--- config.mk ---
export PLATFORM = sky130hd
export DESIGN_NAME = serial_pattern_tx
export DESIGN_NICKNAME = d
export VERILOG_FILES = /design/src/rtl/serial_pattern_tx_pkg.sv /design/src/rtl/serial_pattern_tx_bit_shifter.sv /design/src/rtl/serial_pattern_tx.sv
export SDC_FILE = /design/constraint.sdc
export NUM_CORES = 1
export LEC_CHECK = 0
export BUFFER_PORTS_ARGS = -buffer_cell sky130_fd_sc_hd__clkbuf_2
export CAP_MARGIN = 20
export CORE_UTILIZATION = 50
export DETAILED_ROUTE_END_ITERATION = 10
export PLACE_DENSITY = 0.74
export SETUP_SLACK_MARGIN = 0.15
export SKIP_CTS_REPAIR_TIMING = 1
export SLEW_MARGIN = 20
export SYNTH_ARGS = -nofsm -noshare
export SYNTH_HDL_FRONTEND = slang
export SYNTH_SLANG_ARGS = --single-unit
export TNS_END_PERCENT = 10
--- constraint.sdc ---
create_clock -name clk -period 1.45 [get_ports clk]
set_input_delay 0.2175 -clock clk [delete_from_list [all_inputs] [get_ports clk]]
set_output_delay 0.2175 -clock clk [all_outputs]
set_load 0.01 [all_outputs]
--- src/rtl/serial_pattern_tx_pkg.sv ---
// serial_pattern_tx_pkg: state encoding and the default detection pattern
package serial_pattern_tx_pkg;
  localparam logic [1:0] ST_IDLE = 2'd0, ST_SHIFT = 2'd1, ST_GAP = 2'd2;
  localparam logic [6:0] DEFAULT_PATTERN = 7'b1010101;
endpackage

--- src/rtl/serial_pattern_tx_bit_shifter.sv ---
// bit_shifter: parallel-load MSB-first shift register with a bit counter flagging the last bit
module bit_shifter #(
  parameter int WIDTH = 7
) (
  input  logic             clk,
  input  logic             rst,
  input  logic             load,
  input  logic             shift,
  input  logic [WIDTH-1:0] din,
  output logic             msb,
  output logic             last_bit
);
  localparam int BW = $clog2(WIDTH);
  logic [WIDTH-1:0] sr;
  logic [BW-1:0] cnt;
  always_ff @(posedge clk or posedge rst)
    if (rst) begin
      sr <= '0;
      cnt <= '0;
    end else if (load) begin
      sr <= din;
      cnt <= '0;
    end else if (shift) begin
      sr <= {sr[WIDTH-2:0], 1'b0};
      cnt <= last_bit ? '0 : cnt + 1'b1;
    end
  assign msb = sr[WIDTH-1];
  assign last_bit = cnt == BW'(WIDTH - 1);
endmodule

--- src/rtl/serial_pattern_tx.sv ---
// serial_pattern_tx: sends a WIDTH-bit frame MSB-first, repeated with an idle gap between frames
module serial_pattern_tx
  import serial_pattern_tx_pkg::*;
#(
  parameter int               WIDTH   = 7,
  parameter logic [WIDTH-1:0] PATTERN = WIDTH'(DEFAULT_PATTERN),
  parameter int               GAP     = 2,
  parameter int               CNT_W   = 4
) (
  input  logic             clk,
  input  logic             rst,
  input  logic             start,
  input  logic             use_pattern,
  input  logic [WIDTH-1:0] data_in,
  input  logic [CNT_W-1:0] repeat_n,
  output logic             ready,
  output logic             out,
  output logic             bit_valid,
  output logic             frame_done
);
  localparam int GW = GAP > 1 ? $clog2(GAP) : 1;
  logic [1:0] state;
  logic [WIDTH-1:0] frame, sel;
  logic [CNT_W-1:0] frames_left;
  logic [GW-1:0] gap_cnt;
  logic accept, end_frame, more, gap_end, load, shift, msb, last_bit;
  assign accept = state == ST_IDLE && start;
  assign sel = use_pattern ? PATTERN : data_in;
  assign end_frame = state == ST_SHIFT && last_bit;
  assign more = frames_left != CNT_W'(1);
  assign gap_end = state == ST_GAP && gap_cnt == GW'(GAP - 1);
  // every repeat reloads the shifter from the latched frame, so busy-time input changes never leak in
  assign load = accept || gap_end || (end_frame && more && GAP == 0);
  assign shift = state == ST_SHIFT && !load;
  bit_shifter #(.WIDTH(WIDTH)) u_shifter (
    .clk(clk),
    .rst(rst),
    .load(load),
    .shift(shift),
    .din(accept ? sel : frame),
    .msb(msb),
    .last_bit(last_bit)
  );
  always_ff @(posedge clk or posedge rst)
    if (rst) begin
      state <= ST_IDLE;
      frame <= '0;
      frames_left <= '0;
      gap_cnt <= '0;
    end else begin
      if (accept) begin
        frame <= sel;
        frames_left <= repeat_n == '0 ? CNT_W'(1) : repeat_n;
        state <= ST_SHIFT;
      end
      if (end_frame) begin
        frames_left <= frames_left - 1'b1;
        state <= !more ? ST_IDLE : GAP == 0 ? ST_SHIFT : ST_GAP;
        gap_cnt <= '0;
      end
      if (state == ST_GAP) begin
        gap_cnt <= gap_cnt + 1'b1;
        if (gap_end) state <= ST_SHIFT;
      end
    end
  assign ready = state == ST_IDLE;
  assign bit_valid = state == ST_SHIFT;
  assign out = bit_valid & msb;
  assign frame_done = end_frame;
endmodule

# Word-level counts from Yosys, hierarchy flattened
# Index checks and enable logic that the tools add are counted.
classes:
  n_shift: 0
  eq_ne: 4
  add_sub_neg: 3
  order_cmp: 0
  multipliers: 0
  mux: 17
  n_div: 0
  bitwise: 1
  reduce_logical: 11
op_table:
  columns: ["op", "n"]
  rows:
  - ["$mux W7", 4]
  - ["$mux W4", 3]
  - ["$mux W2", 5]
  - ["$mux W3", 3]
  - ["$reduce_bool A2 Y1", 3]
  - ["$logic_and A1 B1 Y1", 4]
  - ["$logic_not A4 Y1", 1]
  - ["$ne A4 B1 Y1 const B", 1]
  - ["$sub A4 B1 Y4 const B", 1]
  - ["$add A3 B1 Y3 const B", 1]
  - ["$eq A3 B3 Y1 const B", 1]
  - ["$eq A2 B1 Y1 const B", 1]
  - ["$eq A2 B2 Y1 const B", 1]
  - ["$logic_not A2 Y1", 1]
  - ["$mux W1", 2]
  - ["$add A1 B1 Y1 const B", 1]
  - ["$and A1 B1 Y1", 1]
  - ["$logic_not A1 Y1", 1]
  - ["$logic_or A1 B1 Y1", 1]
word_totals:
  regBits: 24
  latchBits: 0
  wordCells: 42
  ram_bits: 0
  memories: 0
  output_inout_bits: 4
  mem_bits_ro: 0
  input_bits: 15

# Depth between registers and ports, before layout
# Gate-level depths: netlist of the first run.
logic_depth:
  depth_word: 7
  depth_mapped: 6
  depth_no_buf: 4

# Hierarchy
# From an unflattened synthesis of the first run, not the netlist that was laid out.
unflattened:
  hier_cells: 123
  area_unflattened_um2: 1224.9
by_module_without_submodules:
  columns: ["module", "cells_each", "area_per_inst_um2", "instances", "seq_area_each_um2"]
  rows:
  - ["serial_pattern_tx", 76, 759.5, 1, 350.3]
  - ["bit_shifter", 47, 465.4, 1, 250.2]

# Worst setup path before layout of the first run
# Ideal clock, no wire load.
synth_path:
  path_type: "register -> register"
  start: "register state[0]"
  end: "register u_shifter.sr[1]"
  path_buffers: 1
  path_slack_ps: -93
  period_less_slack_ps: 1543
  setup_time_ps: 125
  arrival_time_ps: 1418
  required_time_ps: 1325
  path_stages_with_launch: 5
  path_cell_list: "dfrtp_1 -> buf_6 -> nor3b_4 -> mux2_2 -> mux2_2"
synth_between:
  word_cells_on_any_way: 11
  classes_between: "eq/ne (2); mux (2); reduce/logical (7)"
synth_lines:
  columns: ["element", "line_no", "source"]
  rows:
  - ["start: declaration", "serial_pattern_tx.sv:22", "logic [1:0] state;"]
  - ["start signal: assignment", "serial_pattern_tx.sv:58", "state <= !more ? ST_IDLE : GAP == 0 ? ST_SHIFT : ST_GAP;"]
  - ["$logic_not A2 Y1", "serial_pattern_tx.sv:27", "assign accept = state == ST_IDLE && start;"]
  - ["$logic_and A1 B1 Y1", "serial_pattern_tx.sv:27", null]
  - ["$mux W7", "serial_pattern_tx.sv:40", ".din(accept ? sel : frame),"]
  - ["via u_shifter.din[1]", "serial_pattern_tx_bit_shifter.sv:9", "input logic [WIDTH-1:0] din,"]
  - ["$mux W7", "serial_pattern_tx_bit_shifter.sv:20", "end else if (load) begin"]
  - ["end signal: assignment", "serial_pattern_tx_bit_shifter.sv:21", "sr <= din;"]
  - ["end signal: assignment", "serial_pattern_tx_bit_shifter.sv:24", "sr <= {sr[WIDTH-2:0], 1'b0};"]
  - ["end: declaration", "serial_pattern_tx_bit_shifter.sv:14", "logic [WIDTH-1:0] sr;"]
# The timed path passes the listed nets, and every way through them passes these cells.
# A chain may end at the register's enable or synchronous reset.

# Worst setup path in the final report of the first run
# Same ends and word-level chain as after synthesis.

==> results of run 1 <==
-- per-layer routing --
metal / up-vias / track usage
met5: - / 0
met4: 0 / 0.07895
met3: 4 / 0.03390
met2: 17 / 0.3063
met1: 508 / 0.2780
li1: 488 / -
-- sequential cells by signal, summed over array words and instances, names as in the netlist --
name / count
frame: 7
frames_left: 4
gap_cnt: 1
state: 2
u_shifter.cnt: 3
u_shifter.sr: 7
-- cells by family after synthesis --
logic type | synth area share
flip-flops | 0.4511
AO/OA/AOI/OAI | 0.1231
multiplexers | 0.1748
buffers and inverters | 0.08834
AND/OR/NAND/NOR | 0.1438
adder cells (fa/ha/maj) | 0.01879
-- worst paths after layout --
kind	startpoint	end	slack [ns]	depth (start not counted)
worst max-delay path	state[0]$_DFF_PP0_	u_shifter.sr[1]$_DFFE_PP0P_	-0.19	5
worst min-delay path	repeat_n[2]	frames_left[2]$_DFFE_PP0P_	0.16	3
worst max register to register	state[0]$_DFF_PP0_	u_shifter.sr[1]$_DFFE_PP0P_	-0.19	5
worst min register to register	frame[5]$_DFF_PP0_	frame[5]$_DFF_PP0_	0.51	1
max in group asynchronous	rst	state[0]$_DFF_PP0_	0.74	4
min in group asynchronous	rst	frame[2]$_DFF_PP0_	0.46	4
-- power groups by stage --
stage / registers [mW] / logic [mW] / clock network [mW]
6_report: 1.22 / 1.94 / 0.350
5_1_grt: 1.25 / 2.09 / 0.386
4_1_cts: 1.20 / 1.38 / 0.355
3_5_place_dp: 1.21 / 1.37 / 0
3_3_place_gp: 1.20 / 1.32 / 0
2_1_floorplan: 1.14 / 1.13 / 0
-- layout make-up --
cell class                      count  area, um^2  share of cell area
Inverter                           15       63.81             0.03569
Tap cell                           30       37.54             0.02099
Sequential cell                    24       601.8              0.3366
Timing Repair Buffer               47       370.4              0.2071
Multi-Input combinational cell     71       678.2              0.3793
Clock buffer                        4       36.28             0.02029
-- stage by stage --
stage                     setup slack [ns]  hold slack (ns)  utilization  power, mW
after CTS                          -0.3894         -0.08583       0.6156      2.928
after global placement            -0.03257           0.2573       0.6011      2.520
after detailed placement          -0.09969           0.2665       0.6011      2.580
after floorplan                   -0.07504           0.2321            -      2.265
after global routing               -0.2773           0.1613       0.7152      3.726
final                              -0.1946           0.1552       0.7152      3.516
-- tightest hold or removal path, cell delays in order --
cell and delay, ns:
clkbuf_2 0.09, nand2_1 0.06, o311ai_2 0.07
-- synthesized netlist by cell type (2+ instances only) --
cell type  count
buf_6          3
o211ai_1       2
nor3_1         3
inv_1         14
mux2_2         9
mux2_4         2
mux2i_1        9
o21ai_0        4
nor3b_4        2
dfrtp_1       24
a21oi_1        3
nand2_1        5
nor2b_1        3
ha_1           2
nor2_1         6
-- layout by cell type (no fill, tap or decap), types with 2 or more instances in the layout --
cell type,n
a21oi_1,3
buf_4,21
buf_6,10
clkbuf_2,14
clkbuf_4,3
dfrtp_1,23
ha_1,2
inv_1,13
mux2_2,5
mux2_4,6
mux2i_1,8
nand2_1,4
nor2_1,5
nor2_4,2
nor2b_1,3
nor3_1,2
nor3b_4,2
o211ai_1,2
o21ai_0,3
o311ai_2,2
==> metrics.cfg, run 1 <==
[clocking]
cts_buffers=3
cts_root_buffer=clkbuf_4
worstSkewPairLatency_ns=0.31
cts.sinks=24
cts_buffer_depth=2
htree_levels=1
clk_pin_slew_ns=0.13
cts_tree=yes

[floorplanning]
die-height_um=53.60
core-area_mm2=0.002500
die_w_um=53.60
ios=19
rows=18
start_util=0.5325
die-area_mm2=0.002873

[timing]
finalCriticalPeriod_ns=1.645
maxSlewHeadroom=0.7988
grt_setup_unrepaired=true
setup_slack_ns=-0.1946
skew_ns=0.002825
hold_viol_final=0
tns_ns=-1.428
worst_pin_slew_ns=0.2995
period_share=1.134
max_freq_mhz=608.1
setup_viol=17
slew_violations=0

[power_and_ir_drop]
pwr-share-comb=0.552
p_per_area_mw_per_mm2=1967
internal_power_mw=2.242
power_leakage_nw=0.8736
worst_ir_drop_vdd_mv=1.167
swShare=0.3624
power.share.clock=0.099
p_sw_mw=1.274
p_seq_frac=0.348

[critical_path]
cpPeakStageDelay_ns=0.46
crit_top_cell=mux2_2
path_cells=buf_4 > nor3b_4 > buf_6 > mux2_2 > mux2_2
worstPathMaxFanout=5
crit_slowest_cell=dfrtp_2
cp-start-kind=flip-flop
crit_arrival_ns=1.86
crit_path_end_kind=flip-flop
required_ns=1.67
crit_buf_inv=2
worst-setup-path-type=reg -> reg
cp_top_family=multiplexers

[layout]
n_fill_cell=176
drive_above_1_share=0.5031
nNetsFinal=179
fin_area_mm2=0.001788
area_growth_pct=34.30
n_antenna_cell=0
final_cells=191

[drt]
initialDrtViolationCount=21
postRouteAntennaNets=0
dr_total_vias=1017
highest_layer=met4
vias_per_cell=5.325
wire_per_inst_um=15.06
drt-met1-wl_um=1301
firstDrtPassIters=4
drc=0
met3_wirelength_um=58
wl_met2_um=1497
wl_um=2877

[logic_synthesis]
synth_top_area_frac=0.4511
ys.flop_type=dfrtp_1
synth_area_leaders=dfrtp_1, mux2_2, mux2i_1
ys_warn_count=0
synthesis.area_mm2=0.001331
synth_edf_count=0
yosysSeqAreaShare=0.4511
syn_inst=114
avgSynthCellArea_um2=11.68
ys_types=38
synth_area_leader_cell=dfrtp_1
synth_fp_nets=131
ys_async_sr_fraction=1.000
synth-seq-cells=24

[min_path]
hold_class=in -> reg

[run_status]
status=complete, but fails checks
failed_checks=setup timing

[grt]
antenna_found_initial=0
grt_pass1_vias=904
grt_pass1_wl_um=4050
grt.total_usage=0.1989
grt_max_degree=25
grt_overflow_total=0

[placement]
hpwl_um=1894
dp.cells=171
placed_area_mm2=0.001503
port_buffers=18
place.gp.congestion=0.8917

[run]
maxCapViolations=0

(Power assumes the default switching activity.)
==> run 2, diff against run 1 <==
--- a/config.mk
+++ b/config.mk
@@ -7,9 +7,9 @@
 export LEC_CHECK = 0
 export BUFFER_PORTS_ARGS = -buffer_cell sky130_fd_sc_hd__clkbuf_2
 export CAP_MARGIN = 20
-export CORE_UTILIZATION = 50
+export CORE_UTILIZATION = 56
 export DETAILED_ROUTE_END_ITERATION = 10
-export PLACE_DENSITY = 0.74
+export PLACE_DENSITY = 0.78
 export SETUP_SLACK_MARGIN = 0.15
 export SKIP_CTS_REPAIR_TIMING = 1
 export SLEW_MARGIN = 20
==> constraint.sdc (replaced) <==
create_clock -name clk -period 1.89 [get_ports clk]
set_input_delay 0.2835 -clock clk [delete_from_list [all_inputs] [get_ports clk]]
set_output_delay 0.2835 -clock clk [all_outputs]
set_load 0.01 [all_outputs]
==> run 2 against run 1 <==
Against the previous run: the run now ends clean; combinational power fell by 44%; highest routed layer unchanged; critical path type is now reg -> out; sequential power down 22%; via count shrank 3.5%; core utilization down 1.8 points.
==> metrics.cfg, run 2 (synthesis gave the netlist of run 1 again) <==
[critical_path]
required_ns=1.61
worstPathMaxFanout=9
path_cells=buf_4 > nand2b_4 > inv_8 > and2_2 > clkbuf_2
cpPeakStageDelay_ns=0.44
crit_buf_inv=3
reg2reg_depth=5
worstSetupPathDepth=5
crit_path_end_kind=output pin
crit_arrival_ns=1.48
cp_top_family=flip-flops
crit_slowest_cell=dfrtp_1
worst-setup-path-type=reg -> out
cp-start-kind=flip-flop

[power_and_ir_drop]
p_total_mw=2.309
p_per_area_mw_per_mm2=1484
worst_ir_drop_vdd_mv=0.8796
power_leakage_nw=0.7681

[grt]
grt_overflow_total=0
grt_pass1_vias=900
grt_pass1_wl_um=4133
grt.total_usage=0.2211
antenna_found_initial=0
grt_max_degree=25

[timing]
setup_viol=0
hold_viol_final=0
finalCriticalPeriod_ns=1.767
worst_pin_slew_ns=0.4290
skew_ns=0.007543
tns_ns=0
setup_slack_ns=0.1234
hold_ws_ns=0.2227
period_share=0.9347
grt_setup_unrepaired=true
max_freq_mhz=566.1
slew_violations=0
maxSlewHeadroom=0.7058

[layout]
area_growth_pct=16.92
drive_above_1_share=0.4207
final_core_util=0.6969
final_cell_mix=dfrtp_1, clkbuf_2, inv_1
multi_input_area_um2=615.6
nNetsFinal=163
n_fill_cell=172
n_antenna_cell=0
reg_top3=frame (7), u_shifter.sr (7), frames_left (4)
mostFrequentLayoutCell=dfrtp_1
ff_latch_area_um2=603.1

[floorplanning]
core-area_mm2=0.002233
ios=19
die-height_um=50.76
start_util=0.5961
die-area_mm2=0.002576
rows=17
die_w_um=50.76

[placement]
port_buffers=18
place_ws_ns=0.1726
place.gp.congestion=0.8473
hpwl_um=1822

[clocking]
cts_buffer_depth=2
cts.sinks=24
cts_root_buffer=clkbuf_4
cts_tree=yes
cts_buffers=3
htree_levels=1
worstSkewPairLatency_ns=0.31
clk_pin_slew_ns=0.12

[drt]
dr_total_vias=981
drc=0
postRouteAntennaNets=0
firstDrtPassIters=4
wl_um=2666
wire_per_inst_um=15.41
initialDrtViolationCount=13
vias_per_cell=5.671

[min_path]
holdPathStages=3
hold_class=in -> reg

[run_status]
status=finished, final reports clean

[run]
maxCapViolations=0

==> run 2: cell type report <==
cell class              count  area share
clock buffers               4     0.02331
inverters                  15     0.04100
flip-flops and latches     24      0.3875
well taps                  28     0.02251
repair buffers             31      0.1302
multi-input cells          71      0.3955
==> run 2: where the power goes <==
part | internal [mW] | switching, mW | leakage, nW | total [mW]
registers | 0.750 | 0.203 | 0.287 | 0.954
logic | 0.569 | 0.518 | 0.460 | 1.09
clock network | 0.118 | 0.151 | 0.0210 | 0.268
==> run 2: worst paths after layout <==
path	start	to	slack (ns)
worst max-delay path	state[0]$_DFF_PP0_	out	0.12
worst min-delay path	repeat_n[2]	frames_left[2]$_DFFE_PP0P_	0.22
worst max register to register	state[1]$_DFF_PP0_	u_shifter.sr[1]$_DFFE_PP0P_	0.17
worst min register to register	frame[5]$_DFF_PP0_	frame[5]$_DFF_PP0_	0.51
max in group asynchronous	rst	state[1]$_DFF_PP0_	1.10
min in group asynchronous	rst	u_shifter.sr[5]$_DFFE_PP0P_	0.53
==> run 2: through the flow <==
step | std cells | area, um^2
floorplan | 114 | 1331
global placement | 159 | 1425
finish | 173 | 1556
global route | 173 | 1556
CTS | 163 | 1461
detailed placement | 159 | 1425
==> run 2: worst reg2reg max path, stage by stage (launching register included) <==
cell and delay [ns]:
dfrtp_2 0.50, buf_12 0.16, nor3b_4 0.17, buf_4 0.18, mux2_2 0.35, mux2_2 0.27
==> run 2: per-layer routing <==
metal / up-vias / global-route usage / share of wire
met1: 499 / 0.3138 / 0.48
li1: 458 / - / -
met3: 2 / 0.03939 / 0.027
met5: - / 0 / 0
met4: 0 / 0.08796 / 0.0064
met2: 22 / 0.3333 / 0.49
